File: src/rtl/vend_pkg.sv
// vend_pkg: shared state encoding, credit width and coin valuation for the vending sequencer
package vend_pkg;

    localparam int CREDIT_W   = 4;
    localparam int CREDIT_MAX = (1 << CREDIT_W) - 1;

    typedef enum logic [1:0] {IDLE, CREDIT, VEND, CHANGE} state_t;

    // Value of a single inserted coin in 5-cent units, one bit wider than credit so sums cannot wrap
    function automatic logic [CREDIT_W:0] coin_value(input logic c5, input logic c10);
        return c10 ? (CREDIT_W+1)'(2) : (CREDIT_W+1)'(c5);
    endfunction

endpackage

File: src/rtl/vend_timer.sv
// vend_timer: counts idle cycles while collecting credit and flags the refund deadline
module vend_timer #(
    parameter int TIMEOUT = 1024
) (
    input  logic clk,
    input  logic rst_n,
    input  logic clear,
    input  logic enable,
    output logic expired
);

    localparam int CW = $clog2(TIMEOUT);

    logic [CW-1:0] cnt;

    // Idle-cycle counter; clear wins over enable so an accepted coin restarts the window
    always_ff @(posedge clk or negedge rst_n)
        if (!rst_n)
            cnt <= '0;
        else if (clear)
            cnt <= '0;
        else if (enable)
            cnt <= cnt + 1'b1;

    assign expired = enable && (cnt == CW'(TIMEOUT - 1));

endmodule

File: src/rtl/vend_sequencer.sv
// vend_sequencer: coin-credit vending FSM with dispense and change-return handshakes
module vend_sequencer
    import vend_pkg::*;
#(
    parameter int PRICE   = 3,
    parameter int TIMEOUT = 1024
) (
    input  logic                clk,
    input  logic                rst_n,
    input  logic                coin5,
    input  logic                coin10,
    input  logic                cancel,
    output logic                disp_req,
    input  logic                disp_ack,
    output logic                chg_req,
    input  logic                chg_ack,
    output logic                coin_reject,
    output logic [CREDIT_W-1:0] credit,
    output logic                busy
);

    state_t              state, state_nx;
    logic [CREDIT_W-1:0] credit_nx;
    logic [CREDIT_W:0]   sum;
    logic                open, cancel_ok, coin_acc, reject_nx;
    logic                timer_clr, timer_en, expired;

    assign sum       = {1'b0, credit} + coin_value(coin5, coin10);
    assign open      = (state == IDLE) || (state == CREDIT);
    assign cancel_ok = (state == CREDIT) && cancel;
    assign coin_acc  = open && !cancel_ok && (coin5 ^ coin10) && (sum <= (CREDIT_W+1)'(CREDIT_MAX));
    assign reject_nx = (coin5 | coin10) && !coin_acc;
    assign timer_en  = (state == CREDIT) && !coin_acc;
    assign timer_clr = !timer_en;

    vend_timer #(.TIMEOUT(TIMEOUT)) u_timer (
        .clk     (clk),
        .rst_n   (rst_n),
        .clear   (timer_clr),
        .enable  (timer_en),
        .expired (expired)
    );

    // Next state and next credit; cancel outranks coins, an accepted coin outranks the timeout
    always_comb begin
        state_nx  = state;
        credit_nx = credit;
        case (state)
            IDLE, CREDIT: begin
                if (cancel_ok)
                    state_nx = CHANGE;
                else if (coin_acc) begin
                    credit_nx = sum[CREDIT_W-1:0];
                    state_nx  = (sum >= (CREDIT_W+1)'(PRICE)) ? VEND : CREDIT;
                end else if (expired)
                    state_nx = CHANGE;
            end
            VEND: begin
                if (disp_ack) begin
                    credit_nx = credit - CREDIT_W'(PRICE);
                    state_nx  = (credit > CREDIT_W'(PRICE)) ? CHANGE : IDLE;
                end
            end
            CHANGE: begin
                if (chg_ack) begin
                    credit_nx = credit - 1'b1;
                    state_nx  = (credit == CREDIT_W'(1)) ? IDLE : CHANGE;
                end
            end
            default: state_nx = IDLE;
        endcase
    end

    // State and all outputs registered together so every output is a clean flop
    always_ff @(posedge clk or negedge rst_n)
        if (!rst_n) begin
            state       <= IDLE;
            credit      <= '0;
            disp_req    <= 1'b0;
            chg_req     <= 1'b0;
            coin_reject <= 1'b0;
            busy        <= 1'b0;
        end else begin
            state       <= state_nx;
            credit      <= credit_nx;
            disp_req    <= state_nx == VEND;
            chg_req     <= state_nx == CHANGE;
            coin_reject <= reject_nx;
            busy        <= (state_nx == VEND) || (state_nx == CHANGE);
        end

endmodule

File: config.mk
export PLATFORM = sky130hd
export DESIGN_NAME = vend_sequencer
export DESIGN_NICKNAME = d
export VERILOG_FILES = /design/src/rtl/vend_pkg.sv /design/src/rtl/vend_timer.sv /design/src/rtl/vend_sequencer.sv
export SDC_FILE = /design/constraint.sdc
export NUM_CORES = 1
export LEC_CHECK = 0
export BUFFER_PORTS_ARGS = -buffer_cell sky130_fd_sc_hd__buf_4
export CORE_MARGIN = 3
export CORE_UTILIZATION = 50
export CTS_CLUSTER_DIAMETER = 30
export DETAILED_ROUTE_END_ITERATION = 6
export GPL_ROUTABILITY_DRIVEN = 0
export PLACE_DENSITY = 0.7
export SYNTH_ARGS = -nofsm -noshare
export SYNTH_HDL_FRONTEND = slang
export SYNTH_SLANG_ARGS = --single-unit
File: constraint.sdc
create_clock -name clk -period 1.9 [get_ports clk]
set_input_delay 0.57 -clock clk [delete_from_list [all_inputs] [get_ports clk]]
set_output_delay 0.57 -clock clk [all_outputs]
set_load 0.005 [all_outputs]
==> results.cfg <==
[die]
ios = 15
coreArea_um2 = 2080
die_height_um = 54.3
dieArea_um2 = 2950
num_rows = 16
die_x_um = 54.3
start_util_pct = 56.0

[clock_network]
clk_latency_ns = 0.31
clock_sinks = 20
cts_made_buffers = 3
cts_max_level = 1
cts_tree = built
cts_root_buffer = clkbuf_4
cts_buffer_depth = 2
clkTransAtPathRegs_ns = 0.12
hold_buffers = 0
cts_setup_buffers = 0

[worst_hold_path]
hold_class = in -> async

[setup_path]
cp_slowest_cell = fa_2
path_cells = buf_4 > ha_4 > ha_4 > fa_2 > xnor2_2 > nand2_1 > o21bai_1 > o311a_4 > a21oi_1
rrSetupSlack_ns = 0.15
end_kind = flip-flop
required_ns = 2.10
worst_setup_path_start_kind = input port
path_delay_family = adder cells
crit_path_max_incr_delay_ns = 0.38
crit_path_max_fanout = 4
cpMostUsedCell = ha_4
cp_num_buf_inv = 1
path_class = in -> reg
worstPathArrival_ns = 2.05

[logic_synthesis]
synth-seq-cells = 20
syn_nets = 137
async_reset_ff_share_pct = 100
synth_ff_type = dfrtp_1
synth_fa_ha_area_share_pct = 10.3
syn_avg_cell_area_um2 = 9.64
synth_compound_area_share_pct = 14.2
ys_types = 33
yosysWarnings = 0
ys_seq_area_share_pct = 42.9
syn_inst = 121
synth_top_area_share_pct = 42.9
yosys.area_share.simple_pct = 19.0
yosys-top-cells-count = dfrtp_1, nand2_1, nor2_1
yosys-top-cells-area = dfrtp_1, ha_1, xor2_1
synth_top_family_by_area = simple AND/OR/NAND/NOR gates
synth.most_common_cell = dfrtp_1
synth_area_um2 = 1170
yosysTopAreaCell = dfrtp_1
synth_edf_count = 0
synth_xor_area_share_pct = 9.01
synthMuxAreaShare_pct = 0.966

[global_route]
antenna_found_initial = 0
grt_max_degree = 21
grt_pass1_wl_um = 3750
grt.overflow.total = 0
grt_use_total_pct = 17.6
grt_pass1_vias = 909

[flow_run]
cap_violations = 0

[finish]
multiInputGateArea_um2 = 672
fin_nets = 163
area_growth_pct = 28.4
antenna_cells = 0
final_layout_size_suffix_gt1_share_pct = 30.1
n_fill_cell = 163
ff_latch_area_um2 = 500
postLayoutCellArea_um2 = 1500

[power]
powerDensity_nw_per_um2 = 1280
power_w = 0.00192
ir_drop_uv = 877
leakagePower_nw = 0.675

[route]
ant_nets = 0
route.detailed.drc = 0
routed_wl_um = 2280
dr.first_iter.drc_count = 9
num_vias = 902
via_per_inst = 5.21
wl_per_cell_um = 13.2
dr.pass1.iters = 4

[sta]
hold_viol = 0
clock_skew_ns = 0.00476
setup_slack_ns = 0.0543
rsz0062_at_grt = true
period_share_pct = 97.1
fmax_mhz = 542
worst_pin_slew_ns = 0.364
period_needed_ns = 1.85
finalHoldWorstSlack_ns = 0.112
report.final.slew_viol_count = 0
setup_tns_ns = 0
finalSetupViolCount = 0
slew_headroom_pct = 75.7

[placement]
dp_slack_ns = -0.422
dpl_cell_area_um2 = 1420
dp_hpwl_um = 1740
portBuffers = 14

[status]
status = finished clean
[through the flow]
step	utilization (%)	cells
2_1_floorplan	-	121
3_3_place_gp	68.4	169
3_5_place_dp	68.4	169
4_1_cts	70.9	173
5_1_grt	71.9	173
6_report	71.9	173
[flip-flops by register name (all words and copies together) (netlist names)]
name,cells
busy,1
chg_req,1
coin_reject,1
credit,4
disp_req,1
state,2
u_timer.cnt,10
[placed cells by master (no fill, tap or decap), types with 2 or more instances in the layout]
cell type  instances
a21oi_2            2
nand2_1           15
o211ai_1           3
ha_1               6
ha_4               2
xor2_1             7
nor2_1            13
nand4_1            2
o21ai_0            2
a21oi_1            6
dfrtp_1           20
clkbuf_4           3
o21ai_1            3
xnor2_1            4
inv_1              4
nand3_1            3
buf_4             25
nand3_2            2
o2bb2ai_1          2
nand2b_1           2
[kinds of logic after synthesis]
group / after synthesis
fa+ha+maj: 9
mux: 1
buf+inv: 10
compound gates: 24
simple gates: 45
flops: 20
xor+xnor: 12
[path summary, 6_finish.rpt]
| check | from | to | depth (start not counted) |
|---|---|---|---|
| worst min register to register | u_timer.cnt[0]$_DFF_PN0_ | u_timer.cnt[0]$_DFF_PN0_ | 1 |
| max in group asynchronous | rst_n | chg_req$_DFF_PN0_ | 1 |
| worst max register to register | credit[0]$_DFFE_PN0P_ | disp_req$_DFF_PN0_ | 7 |
| worst min-delay path | rst_n | credit[2]$_DFFE_PN0P_ | 1 |
| worst max-delay path | coin5 | disp_req$_DFF_PN0_ | 9 |
| min in group clk | u_timer.cnt[0]$_DFF_PN0_ | u_timer.cnt[0]$_DFF_PN0_ | 1 |
[metal layers]
metal | wire length [µm] | up-vias | global-route usage (%) | share of wire, %
li1 | - | 460 | - | -
met1 | 1060 | 425 | 21.5 | 47
met2 | 1130 | 15 | 31.3 | 50
met3 | 79 | 2 | 4.90 | 3.5
met4 | 8 | 0 | 2.49 | 0.35
met5 | 0 | - | 0 | 0
[final cells by class]
cell class	count	area share, %
tap	27	2.26
inverter	5	2.09
multi-input combinational	91	44.9
clock buffer	3	1.50
sequential	20	33.4
clock inverter	1	2.01
timing repair buffer	26	13.9
[power by group]
part / switching, W / total (W) / internal (W)
logic: 0.000437 / 0.000936 / 0.000499
clock network: 0.000143 / 0.000356 / 0.000213
registers: 0.000112 / 0.000632 / 0.000521
total: 0.000692 / 0.00192 / 0.00123
[what timing repair did]
| action | CTS | global route |
|---|---|---|
| pin swaps | 3 | 1 |
| cloned | 0 | 0 |
| gates resized for setup | 1 | 5 |
| setup endpoints to repair | 7 | 9 |
Note: power is estimated with default switching activity, not from simulation.
